**config.mk**
```make
export PLATFORM = sky130hd
export DESIGN_NAME = sequencer
export DESIGN_NICKNAME = d
export VERILOG_FILES = /design/src/rtl/sequencer.sv
export SDC_FILE = /design/constraint.sdc
export NUM_CORES = 1
export LEC_CHECK = 0
export CAP_MARGIN = 25
export CORE_MARGIN = 2
export CORE_UTILIZATION = 55
export CTS_BUF_LIST = sky130_fd_sc_hd__clkbuf_2
export DETAILED_ROUTE_END_ITERATION = 16
export DONT_BUFFER_PORTS = 1
export PLACE_DENSITY_LB_ADDON = 0.05
export SYNTH_ARGS = -nofsm -noshare
export SYNTH_HDL_FRONTEND = slang
export SYNTH_SLANG_ARGS = --single-unit
```
**constraint.sdc**
```tcl
create_clock -name clk -period 2.16 [get_ports clk]
set_input_delay 0.324 -clock clk [delete_from_list [all_inputs] [get_ports clk]]
set_output_delay 0.324 -clock clk [all_outputs]
set_load 0.02 [all_outputs]
```
**src/rtl/sequencer.sv**
```systemverilog
// rtl/sequencer.sv - nic8 instruction sequencer: fetch/execute, run/step/halt control and bus loan to the program loader.
module sequencer #(
  parameter int COUNT_W = 16
) (
  input  logic               clk,
  input  logic               reset,
  input  logic [14:0]        decoded,
  input  logic               isHalt,
  input  logic               run,
  input  logic               step,
  input  logic               busReq,
  output logic               busGrant,
  output logic [14:0]        controlBits,
  output logic               pcInc,
  output logic [1:0]         phase,
  output logic               halted,
  output logic [COUNT_W-1:0] instrCount
);

  typedef enum logic [1:0] {
    IDLE  = 2'b00,
    FETCH = 2'b01,
    EXEC  = 2'b10,
    LOAN  = 2'b11
  } state_t;

  localparam logic [14:0] FETCH_CTRL = 15'h4080;

  state_t               state_q, state_d;
  logic                 step_pending_q, step_pending_d;
  logic                 halted_q, halted_d;
  logic                 grant_q, grant_d;
  logic [COUNT_W-1:0]   count_q, count_d;

  always_ff @(posedge clk or negedge reset) begin
    if (!reset) begin
      state_q        <= IDLE;
      step_pending_q <= 1'b0;
      halted_q       <= 1'b0;
      grant_q        <= 1'b0;
      count_q        <= '0;
    end else begin
      state_q        <= state_d;
      step_pending_q <= step_pending_d;
      halted_q       <= halted_d;
      grant_q        <= grant_d;
      count_q        <= count_d;
    end
  end

  // A step pulse is latched in every state; only the step-driven IDLE->FETCH consumes it.
  always_comb begin
    state_d        = state_q;
    step_pending_d = step_pending_q | step;
    halted_d       = halted_q;
    count_d        = count_q;
    case (state_q)
      IDLE: begin
        if (busReq) begin
          state_d = LOAN;
        end else if (step_pending_q || step) begin
          state_d        = FETCH;
          halted_d       = 1'b0;
          step_pending_d = 1'b0;
        end else if (run && !halted_q) begin
          state_d = FETCH;
        end
      end
      FETCH: state_d = EXEC;
      EXEC: begin
        count_d = count_q + COUNT_W'(1);
        if (isHalt) begin
          halted_d = 1'b1;
          state_d  = IDLE;
        end else if (busReq) begin
          state_d = LOAN;
        end else if (run && !step_pending_q) begin
          state_d = FETCH;
        end else begin
          state_d = IDLE;
        end
      end
      LOAN: begin
        if (!busReq) state_d = IDLE;
      end
      default: state_d = IDLE;
    endcase
    grant_d = (state_d == LOAN);
  end

  always_comb begin
    controlBits = '0;
    pcInc       = 1'b0;
    case (state_q)
      FETCH: begin
        controlBits = FETCH_CTRL;
        pcInc       = 1'b1;
      end
      EXEC: begin
        controlBits = decoded;
        pcInc       = decoded[3];
      end
      default: begin
        controlBits = '0;
        pcInc       = 1'b0;
      end
    endcase
  end

  assign phase      = state_q;
  assign busGrant   = grant_q;
  assign halted     = halted_q;
  assign instrCount = count_q;

endmodule

```
# Yosys cells after proc, flatten, opt, wreduce, memory -nomap -nowiden
# Cells that the tools add are included.
# totals
regBits	21
in_bits	21
wordCells	39
# op_classes
n_reduce_logical	8
n_bitwise	1
n_addsub	1
n_eq_ne	7
muxes	17
# op_table
operator	count
one-hot mux 15 bit (2 select lines)	1
adder 16 x 1 -> 16 bit, second input constant	1
two-way mux 2 bit	6
one-hot mux 2 bit (4 select lines)	1
two-way mux 1 bit	7
equality test 2 bit, second input constant	3
!= test 2 bit, second input constant	3
one-hot mux 1 bit (2 select lines)	2
AND reduction 4 bit	1
equality test 2 x 1 -> 1 bit, second input constant	1
logical AND 1 bit	2
zero test 1 bit	2
zero test 2 bit	1
nonzero test 2 bit	1
logical OR 1 bit	1
bitwise OR 1 bit	1

# Longest topological paths before layout
# Gate-level depths: netlist of run 1.
# logic_depth
ltp_word	7
depth_mapped	6
ltp_nobuf	6

# Worst setup path before layout of run 1
# OpenSTA, ideal clock, no wires.
# synth_timing
path_type	register to output
start	register state_q[0], in the netlist phase[0]
end	output port controlBits[7]
required_time_ns	1.836
stages_incl_launch_ff	6
n_path_buf	1
path_slack_ns	0.235
arrival_ns	1.601
cell_sequence	dfrtp_1 inv_1 ha_1 clkbuf_1 a21oi_1 nor2b_1
# synth_via
elab_chain_len	2
# synth_rtl
item	line_no	rtl
start, declared	29	state_t state_q, state_d;
start signal, assigned	43	state_q <= state_d;
equality test 2 bit / equality test 2 x 1 -> 1 bit (equally long branches)	94	case (state_q)
one-hot mux 15 bit (2 select lines) (*)	94	
end, declared	13	output logic [14:0] controlBits,
# Mark *: on every way between the ends. The rest lies on a longest branch, timed or not.

# Worst setup path in the final report of run 1
# layout_timing
start	register state_q[0], in the netlist phase[0]
end	output port pcInc
# layout_via
elab_chain_len	2
# layout_rtl
item	line_no	rtl
equality test 2 bit / equality test 2 x 1 -> 1 bit (equally long branches)	94	
one-hot mux 1 bit (2 select lines) (*)	94	
end, declared	14	output logic pcInc,
# Marked as above.

==> results_dict.tcl, run 1 <==
set metrics [dict create \
    crit_path_top_delay_cell "dfrtp_1" \
    totalWireLength_um 2205 \
    post-dp-hpwl_um 1687 \
    io-pin-count 57 \
    finalMaxSlewViolations 0 \
    instances_no_fill 149 \
    wl_per_cell_um 14.80 \
    clkLatencyLatePin_ns 0.32 \
    cts_buffer_depth 2 \
    yosysWarningCount 0 \
    syn_area_um2 1166 \
    cp-end-kind "primary output" \
    fillerInstances 173 \
    gp_congestion 0.7174 \
    drc_errors 0 \
    ir_drop_mv 1.179 \
    ys_async_sr_fraction 1.000 \
    arrival_ns 1.68 \
    p_per_area_nw_per_um2 1271 \
    grt_max_degree 25 \
    synth_nets 141 \
    tightest_slew_ns 0.3981 \
    clk_pin_slew_ns 0.19 \
    fin_nets 150 \
    synth.area.top_cells "dfrtp_1 (45%), and2_1 (7.5%), xnor2_1 (6.8%)" \
    synthCells 114 \
    cts_tree "yes" \
    antenna_left 0 \
    fin_skew_ns 0.002619 \
    leakagePower_nw 0.5979 \
    cts-root-buf "clkbuf_2" \
    drt_iter0_markers 10 \
    core_region_area_um2 1982 \
    fin_hold_ws_ns 0.1288 \
    cpPeakStageDelay_ns 0.42 \
    grt_usage 0.1959 \
    critical_path_class "reg -> out" \
    yosysMostFrequentCell "dfrtp_1" \
    dpl_cell_area_um2 1226 \
    fp.dieH_um 50.05 \
    antenna_found_initial 0 \
    synth_top_area_frac 0.4506 \
    htreeDepth 1 \
    finalHoldViolations 0 \
    syn_avg_cell_area_um2 10.23 \
    crit_family "flip-flops" \
    initial_core_util 0.5884 \
    syn_to_final_growth_pct 9.442 \
    synth-seq-cells 21 \
    grt_overflow 0 \
    synth_simple_gate_area_frac 0.2790 \
    slew-limit-headroom 0.7346 \
    final.min_clock_period_ns 1.999 \
    synth_xor_area_frac 0.1052 \
    status "finished, final reports clean" \
    drive_above_1_share 0.1230 \
    crit_fanout 24 \
    yosys.area_share.adder 0.06438 \
    synth_common_cells "dfrtp_1 (21), and2_1 (14), xnor2_1 (9)" \
    fin_crit_sh 0.9257 \
    grt_pass1_vias 821 \
    n_antenna_cell 0 \
    synth_ff_type "dfrtp_1" \
    numCtsBuffers 3 \
    path_buf_inv 2 \
    vias_per_cell 5.510 \
    cp_cell_sequence "inv_1 > ha_1 > buf_6 > and2_1 > o21a_1" \
    yosysSeqAreaShare 0.4506 \
    dp_cells 143 \
    synth_edf_count 0 \
    rsz0062_at_grt "false" \
    hp-class "in -> reg" \
    grt_pass1_wl_um 3732 \
    first_pass_iters 4 \
    cp_data_required_time_ns 1.84 \
    synth_compound_area_frac 0.07511 \
    port-buffer-count 0 \
    max_freq_mhz 500.1 \
    vias 821 \
    synth_top_family_by_area "simple AND/OR/NAND/NOR gates" \
    dieArea_um2 2505 \
    yosysTopAreaCell "dfrtp_1" \
    synthMuxAreaShare 0.009657 \
    die_w_um 50.05 \
    start_kind "flip-flop" \
    rows 16 \
    maxCapViolations 0 \
    tns_ns 0 \
    synthDistinctLibCells 31 \
    post-route-cell-area_um2 1276 \
    clock_sinks 21 \
    setup_viol 0 \
]
[timing repair]
action                                  4_1_cts  5_1_grt
resized for setup                             0        2
hold buffers                                  1        0
endpoints found under the setup margin        0        3
endpoints found under the hold margin        21        0
buffers inserted                              0        0
[area by class of cell]
cell class,count,area [um2],share of cell area
Sequential cell,21,526.8,0.4127
Clock buffer,4,20.02,0.01569
Tap cell,27,33.78,0.02647
Timing Repair Buffer,7,66.31,0.05196
Inverter,2,7.507,0.005882
Multi-Input combinational cell,88,621.8,0.4873
[final timing paths]
check / from / endpoint / slack (ns) / cells after the start
worst max-delay path: phase[0] / pcInc / 0.16 / 5
worst min-delay path: busReq / step_pending_q / 0.13 / 2
worst max register to register: phase[1] / busGrant / 0.52 / 6
worst min register to register: step_pending_q / step_pending_q / 0.61 / 2
max in group asynchronous: reset / phase[1] / 1.55 / 2
min in group asynchronous: reset / instrCount[3] / 0.23 / 1
[sequential cells by signal (all words and copies together), names as in the netlist]
register        flops
phase               2
busGrant            1
instrCount         16
step_pending_q      1
halted              1
[stage by stage]
stage	power [mW]	util	setup WS (ns)
2_1_floorplan	1.267	-	0.2354
3_3_place_gp	1.431	0.6187	0.4454
3_5_place_dp	1.444	0.6187	0.4189
4_1_cts	1.622	0.6338	0.01809
5_1_grt	1.749	0.6439	0.03363
6_report	1.622	0.6439	0.1606
[power by group]
part | total [mW] | switching, mW | internal [mW]
Sequential | 0.699 | 0.210 | 0.490
Combinational | 0.753 | 0.454 | 0.298
Clock | 0.170 | 0.121 | 0.0490
[logic make-up (layout without fill, tap and decap cells)]
| group | Yosys count | after routing |
|---|---|---|
| compound gates | 15 | 15 |
| xor+xnor | 14 | 14 |
| fa+ha+maj | 6 | 6 |
| buf+inv | 5 | 13 |
| flops | 21 | 21 |
| mux | 1 | 1 |
| simple gates | 52 | 52 |
[cells in the final DEF, fill, tap and decap left out, drive strengths merged]
| master | n |
|---|---|
| a21boi | 1 |
| a21oi | 5 |
| a31oi | 1 |
| and2 | 15 |
| and3 | 2 |
| and4 | 1 |
| buf | 6 |
| clkbuf | 4 |
| dfrtp | 21 |
| dlygate4sd3 | 1 |
| ha | 6 |
| inv | 2 |
| mux2 | 1 |
| nand2 | 7 |
| nand2b | 2 |
| nand3 | 5 |
| nand4 | 5 |
| nor2 | 6 |
| nor2b | 4 |
| nor3 | 2 |
| nor3b | 1 |
| nor4 | 1 |
| o21a | 1 |
| o21ai | 5 |
| o311ai | 1 |
| o31ai | 1 |
| or4 | 1 |
| xnor2 | 9 |
| xor2 | 5 |
[per-layer routing]
| metal | GRT usage | vias up | wire length (um) |
|---|---|---|---|
| met5 | 0 | - | 0 |
| met4 | 0.06944 | 0 | 19 |
| met3 | 0.06364 | 2 | 211 |
| met2 | 0.3114 | 44 | 1050 |
| met1 | 0.2480 | 372 | 924 |
| li1 | - | 403 | - |
(Power assumes the default switching activity.)
==> run 2, diff against run 1 <==
--- a/config.mk
+++ b/config.mk
@@ -15,3 +15,4 @@
 export SYNTH_ARGS = -nofsm -noshare
 export SYNTH_HDL_FRONTEND = slang
 export SYNTH_SLANG_ARGS = --single-unit
+export TNS_END_PERCENT = 50
==> results of run 2 <==
No change in the layout: final DEF, timing and power equal those of run 1.
